### config.mk
export PLATFORM = sky130hd
export DESIGN_NAME = sync_edge_detector
export DESIGN_NICKNAME = d
export VERILOG_FILES = /design/src/rtl/sync_pkg.sv /design/src/rtl/sync_chain.sv /design/src/rtl/sync_edge_detector.sv
export SDC_FILE = /design/constraint.sdc
export NUM_CORES = 1
export LEC_CHECK = 0
export CAP_MARGIN = 20
export CORE_MARGIN = 4
export CORE_UTILIZATION = 50
export CTS_CLUSTER_DIAMETER = 120
export DETAILED_ROUTE_END_ITERATION = 6
export PLACE_DENSITY = 0.82
export SLEW_MARGIN = 20
export SYNTH_ARGS = -nofsm -noshare
export SYNTH_HDL_FRONTEND = slang
export SYNTH_SLANG_ARGS = --single-unit
### constraint.sdc
create_clock -name clk -period 4.2 [get_ports clk]
set_clock_uncertainty 0.15 [all_clocks]
set_input_delay 1.05 -clock clk [delete_from_list [all_inputs] [get_ports clk]]
set_output_delay 1.05 -clock clk [all_outputs]
set_load 0.02 [all_outputs]
### src/rtl/sync_pkg.sv
// Shared constants for the single-bit synchronizer / edge detector.
// Holds parameter limits, defaults and a width helper used to size internal counters.
package sync_pkg;

  localparam int SYNC_STAGES_MIN   = 2;
  localparam int FILTER_CYCLES_MIN = 1;

  localparam int STAGES_DEF        = 2;
  localparam int FILTER_CYCLES_DEF = 4;
  localparam int CNT_W_DEF         = 8;

  // Bits needed to count 0..n-1, never less than one bit.
  function automatic int cnt_width(input int n);
    return (n > 1) ? $clog2(n) : 1;
  endfunction

endpackage

### src/rtl/sync_chain.sv
// Bare synchronizer flop chain; kept in its own module so CDC tools and timing
// constraints can find the synchronizer flops by hierarchy.
module sync_chain
  import sync_pkg::*;
#(
  parameter int STAGES = STAGES_DEF
) (
  input  logic clk,
  input  logic rst,
  input  logic d,
  output logic q
);

  logic [STAGES-1:0] chain_reg;

  always_ff @(posedge clk or posedge rst) begin
    if (rst) begin
      chain_reg <= '0;
    end else begin
      chain_reg <= {chain_reg[STAGES-2:0], d};
    end
  end

  // Only the last flop leaves the chain; earlier ones may still be settling.
  assign q = chain_reg[STAGES-1];

endmodule

### src/rtl/sync_edge_detector.sv
// Synchronizes an asynchronous level, filters out short glitches, and reports
// accepted changes as one-cycle pulses plus a saturating rise counter.
module sync_edge_detector
  import sync_pkg::*;
#(
  parameter int STAGES        = STAGES_DEF,
  parameter int FILTER_CYCLES = FILTER_CYCLES_DEF,
  parameter int CNT_W         = CNT_W_DEF
) (
  input  logic             clk,
  input  logic             rst,
  input  logic             async_in,
  input  logic             cnt_clr,
  output logic             sync_out,
  output logic             rise_pulse,
  output logic             fall_pulse,
  output logic [CNT_W-1:0] edge_count,
  output logic             overflow
);

  localparam int               FC_W    = cnt_width(FILTER_CYCLES);
  localparam logic [FC_W-1:0]  FC_MAX  = FC_W'(FILTER_CYCLES - 1);
  localparam logic [CNT_W-1:0] CNT_MAX = '1;

  if (STAGES < SYNC_STAGES_MIN) begin : g_bad_stages
    $error("sync_edge_detector: STAGES must be at least %0d", SYNC_STAGES_MIN);
  end
  if (FILTER_CYCLES < FILTER_CYCLES_MIN) begin : g_bad_filter
    $error("sync_edge_detector: FILTER_CYCLES must be at least %0d", FILTER_CYCLES_MIN);
  end
  if (CNT_W < 1) begin : g_bad_cnt_w
    $error("sync_edge_detector: CNT_W must be at least 1");
  end

  logic s;

  sync_chain #(.STAGES(STAGES)) u_chain (
    .clk (clk),
    .rst (rst),
    .d   (async_in),
    .q   (s)
  );

  logic [FC_W-1:0]  fc_reg, fc_next;
  logic             sync_next, rise_next, fall_next;
  logic [CNT_W-1:0] count_next;
  logic             ovf_next;

  // fc counts consecutive cycles that s disagrees with the accepted level.
  always_comb begin
    fc_next   = fc_reg;
    sync_next = sync_out;
    rise_next = 1'b0;
    fall_next = 1'b0;
    if (s == sync_out) begin
      fc_next = '0;
    end else if (fc_reg != FC_MAX) begin
      fc_next = fc_reg + FC_W'(1);
    end else begin
      fc_next   = '0;
      sync_next = s;
      rise_next = s;
      fall_next = ~s;
    end
  end

  // The counter acts on the registered pulse; a clear still keeps a coincident rise.
  always_comb begin
    count_next = edge_count;
    ovf_next   = overflow;
    if (cnt_clr) begin
      count_next = rise_pulse ? CNT_W'(1) : '0;
      ovf_next   = 1'b0;
    end else if (rise_pulse) begin
      if (edge_count == CNT_MAX) begin
        ovf_next = 1'b1;
      end else begin
        count_next = edge_count + CNT_W'(1);
      end
    end
  end

  always_ff @(posedge clk or posedge rst) begin
    if (rst) begin
      fc_reg     <= '0;
      sync_out   <= 1'b0;
      rise_pulse <= 1'b0;
      fall_pulse <= 1'b0;
      edge_count <= '0;
      overflow   <= 1'b0;
    end else begin
      fc_reg     <= fc_next;
      sync_out   <= sync_next;
      rise_pulse <= rise_next;
      fall_pulse <= fall_next;
      edge_count <= count_next;
      overflow   <= ovf_next;
    end
  end

endmodule

* Word-level counts from Yosys, hierarchy flattened *
Index checks and enable logic that the tools add are counted.

word-level totals
  memories kept = 0
  register bits = 16
  bits in writable memories = 0
  bits of input ports = 4
  word-level logic and storage cells = 34
  bits in read-only memories = 0
  bits in latches = 0

operators by class
  add/subtract/negate cells = 2
  $mul = 0
  div/mod/pow operators = 0
  order comparisons = 0
  multiplexer cells = 13
  shift-type cells = 0
  reductions and logical operators = 5
  bitwise operators = 3
  equal/unequal tests = 4

operators with widths
  kind                 number
  $mux 8               3
  $add 8x1->8 const B  1
  $eq 8x8->1 const B   1
  $mux 1               8
  $reduce_and 2->1     3
  $mux 2               2
  $ne 2x2->1 const B   2
  $reduce_bool 2->1    2
  $not 1->1            3
  $add 2x1->2 const B  1
  $eq 1x1->1           1

* Depth between registers and ports, before layout *
  depth after elaboration = 4
  depth in mapped cells = 4
  depth with buffers taken out = 4

* Modules after synthesis *
A second synthesis with hierarchy kept.

second synthesis, totals
  cells, all modules = 71
  area, all modules = 770.7 um^2

modules (own cells, without submodules)
  module              area an instance (um^2)  instances  sequential area each (um^2)  cells an instance
  sync_edge_detector  716.9                    1          350.3                        68
  sync_chain          53.8                     1          50.0                         3

* Least setup slack after synthesis *
No wires, ideal clock.

  path type = in2reg
  start = in cnt_clr
  end = reg edge_count[3]
  slack = 2.379 ns
  arrival = 1.544 ns
  data required time = 3.922 ns
  stages on the path = 3
  cells stage by stage = buf_2 -> nor2_1 -> mux2_1

on the way
  cells in the longest elaborated chain, start to end = 2

ends and longest elaborated chain
  item                                                              line                      text
  from (decl)                                                       sync_edge_detector.sv:13  input logic cnt_clr,
  $ne 2x2->1 (no line) / $reduce_bool 2->1 (equally long branches)  n/a
  $reduce_and 2->1 (no line)                                        n/a
  to (signal assigned)                                              sync_edge_detector.sv:96  edge_count <= count_next;
  to (decl)                                                         sync_edge_detector.sv:17  output logic [CNT_W-1:0] edge_count,

Parallel ways exist; a longest one is shown, timed or not.
A chain may end at the register's enable or synchronous reset.

* Worst setup path after layout *
  start = reg rise_pulse
  end = out rise_pulse

RTL lines
  item                    line                      text
  from (decl)             sync_edge_detector.sv:15  output logic rise_pulse,
  from (signal assigned)  sync_edge_detector.sv:94  rise_pulse <= rise_next;

No word-level cell between the ends.

==> out/metrics.yaml <==
setup_path:
  r2r_end: "edge_count[3]"
  slowest_delay_ps: 680
  crit_buf_inv: 1
  cp.arrival_ps: 1500
  path_delay_family: "buffers and inverters"
  startpoint_type: "flip-flop"
  end_kind: "primary output"
  r2r_slack_ps: 2490
  critPathKind: "flip-flop to primary output"
  path_max_fanout: 12
  timing.rr.start: "edge_count[0]"
  crit_required_ps: 3000
  path_cells: "clkdlybuf4s50_1"
  slowest_stage: "clkdlybuf4s50_1"
  rr_worst_depth: 4
clock_network:
  cts_tree: "done"
  cts_hold_buf: 0
  clkTransAtPathRegs_ps: 90
  cts_setup_buffers: 0
  cts_resized: 0
  cts_buffers: 3
  cts_buffer_depth: 2
  htreeDepth: 1
  cts.sinks: 16
  clkLatencyLatePin_ps: 280
  ctsRootBufferMaster: "clkbuf_4"
grt:
  grt_antenna_before_repair: 0
  grt_pass1_wl_um: 2460
  grt_usage_pct: 16.1
  grt_start_max_net_pins: 17
  first_global_vias: 538
  overflow: 0
die:
  io_pins: 16
  core-area_um2: 1380
  fp.dieW_um: 47.3
  std_cell_rows: 13
  dieArea_um2: 2230
  start_util_pct: 55.7
  die_h_um: 47.3
yosys:
  syn_avg_cell_area_um2: 10.9
  ys_seq_area_share_pct: 51.9
  synth_nets: 77
  yosys.area_share.adder_pct: 3.25
  synth_top_family_by_area: "simple AND/OR/NAND/NOR gates"
  synth-edff-count: 0
  synthDistinctLibCells: 33
  synth_compound_area_share_pct: 14.8
  ys_async_sr_fraction_pct: 100
  synth_xor_area_share_pct: 1.14
  synthSimpleGateAreaFrac_pct: 21.6
  yosys_register_bits: 16
  synthCells: 71
  synth_warnings: 0
  syn_area_um2: 771
  synthMuxAreaShare_pct: 2.76
  ys.flop_type: "dfrtp_1"
routing:
  drt-total-wl_um: 1510
  wl_per_cell_um: 14.8
  drtIter0Drc: 13
  antenna_left: 0
  viasPerCell: 5.88
  dr_total_vias: 600
  dr.pass1.iters: 4
  drcViolationCount: 0
final_layout:
  fin_util_pct: 68.9
  diodes: 0
  stdcell_area_um2: 952
  largest_reg_flops: 8
  area_growth_pct: 23.5
  fillers: 106
  layout_commonest_cell: "dfrtp_1"
  final_cell_mix: "dfrtp_1 (16), clkdlybuf4s50_1 (15), nor2_1 (5), nand2_1 (5), a21oi_1 (4)"
  post_route_cells_drive_above_1_share_pct: 9.20
  final_nets: 94
sta:
  relSlewSlack_pct: 60.8
  finalCritPeriodShare_pct: 64.2
  timing.setup.tns_ps: 0
  finalSetupViolCount: 0
  fmax_ghz: 0.371
  whs_ps: 216
  hold_viol: 0
  rsz0062_at_grt: "no"
  tightest_slew_ps: 588
  finalCriticalPeriod_ps: 2700
  drv_slew: 0
flow_run:
  max-cap-violations: 0
status:
  run_status: "complete, no violations"
pwr:
  p_leak_nw: 0.421
  power.density_nw_per_um2: 361
  peakVddDrop_mv: 0.278
worst_hold_path:
  holdPathEnd: "u_chain.chain_reg[1]"
  hp-start: "u_chain.chain_reg[0]"
  hold_depth: 0
  min_path_type: "flip-flop to flip-flop"
place:
  io_buffers: 15
  place_hpwl_um: 1110
  place.gp.congestion: 0.854
  dpl_cell_area_um2: 916
## layout make-up
class	count	area (um^2)	share of cell area, %
multi-input combinational	49	335	35.2
clock buffer	4	36.3	3.81
sequential	16	400	42.0
tap	15	18.8	1.97
timing repair buffer	15	150	15.8
inverter	3	11.3	1.18
## how the worst max path moves through the flow
stage | cells after the start | slack, ps | endpoint | startpoint
2_1_floorplan | 3 | 2380 | edge_count[3] | cnt_clr
3_3_place_gp | 4 | 1790 | edge_count[0] | cnt_clr
3_5_place_dp | 4 | 1770 | edge_count[0] | cnt_clr
4_1_cts | 1 | 1500 | rise_pulse | rise_pulse
5_1_grt | 1 | 1440 | rise_pulse | rise_pulse
6_report | 1 | 1500 | rise_pulse | rise_pulse
## metrics by stage
step                worst slack (ps)  power, W  instances
global route                    1440  0.000368        102
detailed placement              1770  0.000249         98
global placement                1790  0.000245         98
CTS                             1500  0.000350        102
finish                          1500  0.000344        102
floorplan                       2380  0.000224         71
## Yosys cell counts, drive strengths merged (2+ instances only)
cell | instances | share of area (%)
nand2 | 5 | 2.4
nor3 | 3 | 1.9
and2 | 2 | 1.6
nor2 | 5 | 2.4
buf | 3 | 3.1
inv | 3 | 1.5
dfrtp | 16 | 52
and3 | 2 | 2.3
a21oi | 5 | 3.7
o21ai | 2 | 1.3
nor2b | 3 | 2.4
ha | 2 | 3.2
and4 | 3 | 3.7
a31oi | 3 | 2.4
## routing by layer
layer / wire length [um] / track usage (%)
met5: 0 / 0
met4: 12 / 8.29
met3: 88 / 2.30
met2: 747 / 25.7
met1: 663 / 21.0
## cell families after synthesis
| group | after synthesis |
|---|---|
| xor+xnor | 1 |
| fa+ha+maj | 2 |
| buf+inv | 6 |
| mux | 2 |
| compound gates | 16 |
| flops | 16 |
| simple gates | 28 |
## power breakdown
part	internal [W]	switching [W]
registers	0.000170	0.0000150
clock network	0.0000527	0.0000456
logic	0.0000305	0.0000306
Note: power is estimated with default switching activity, not from simulation.
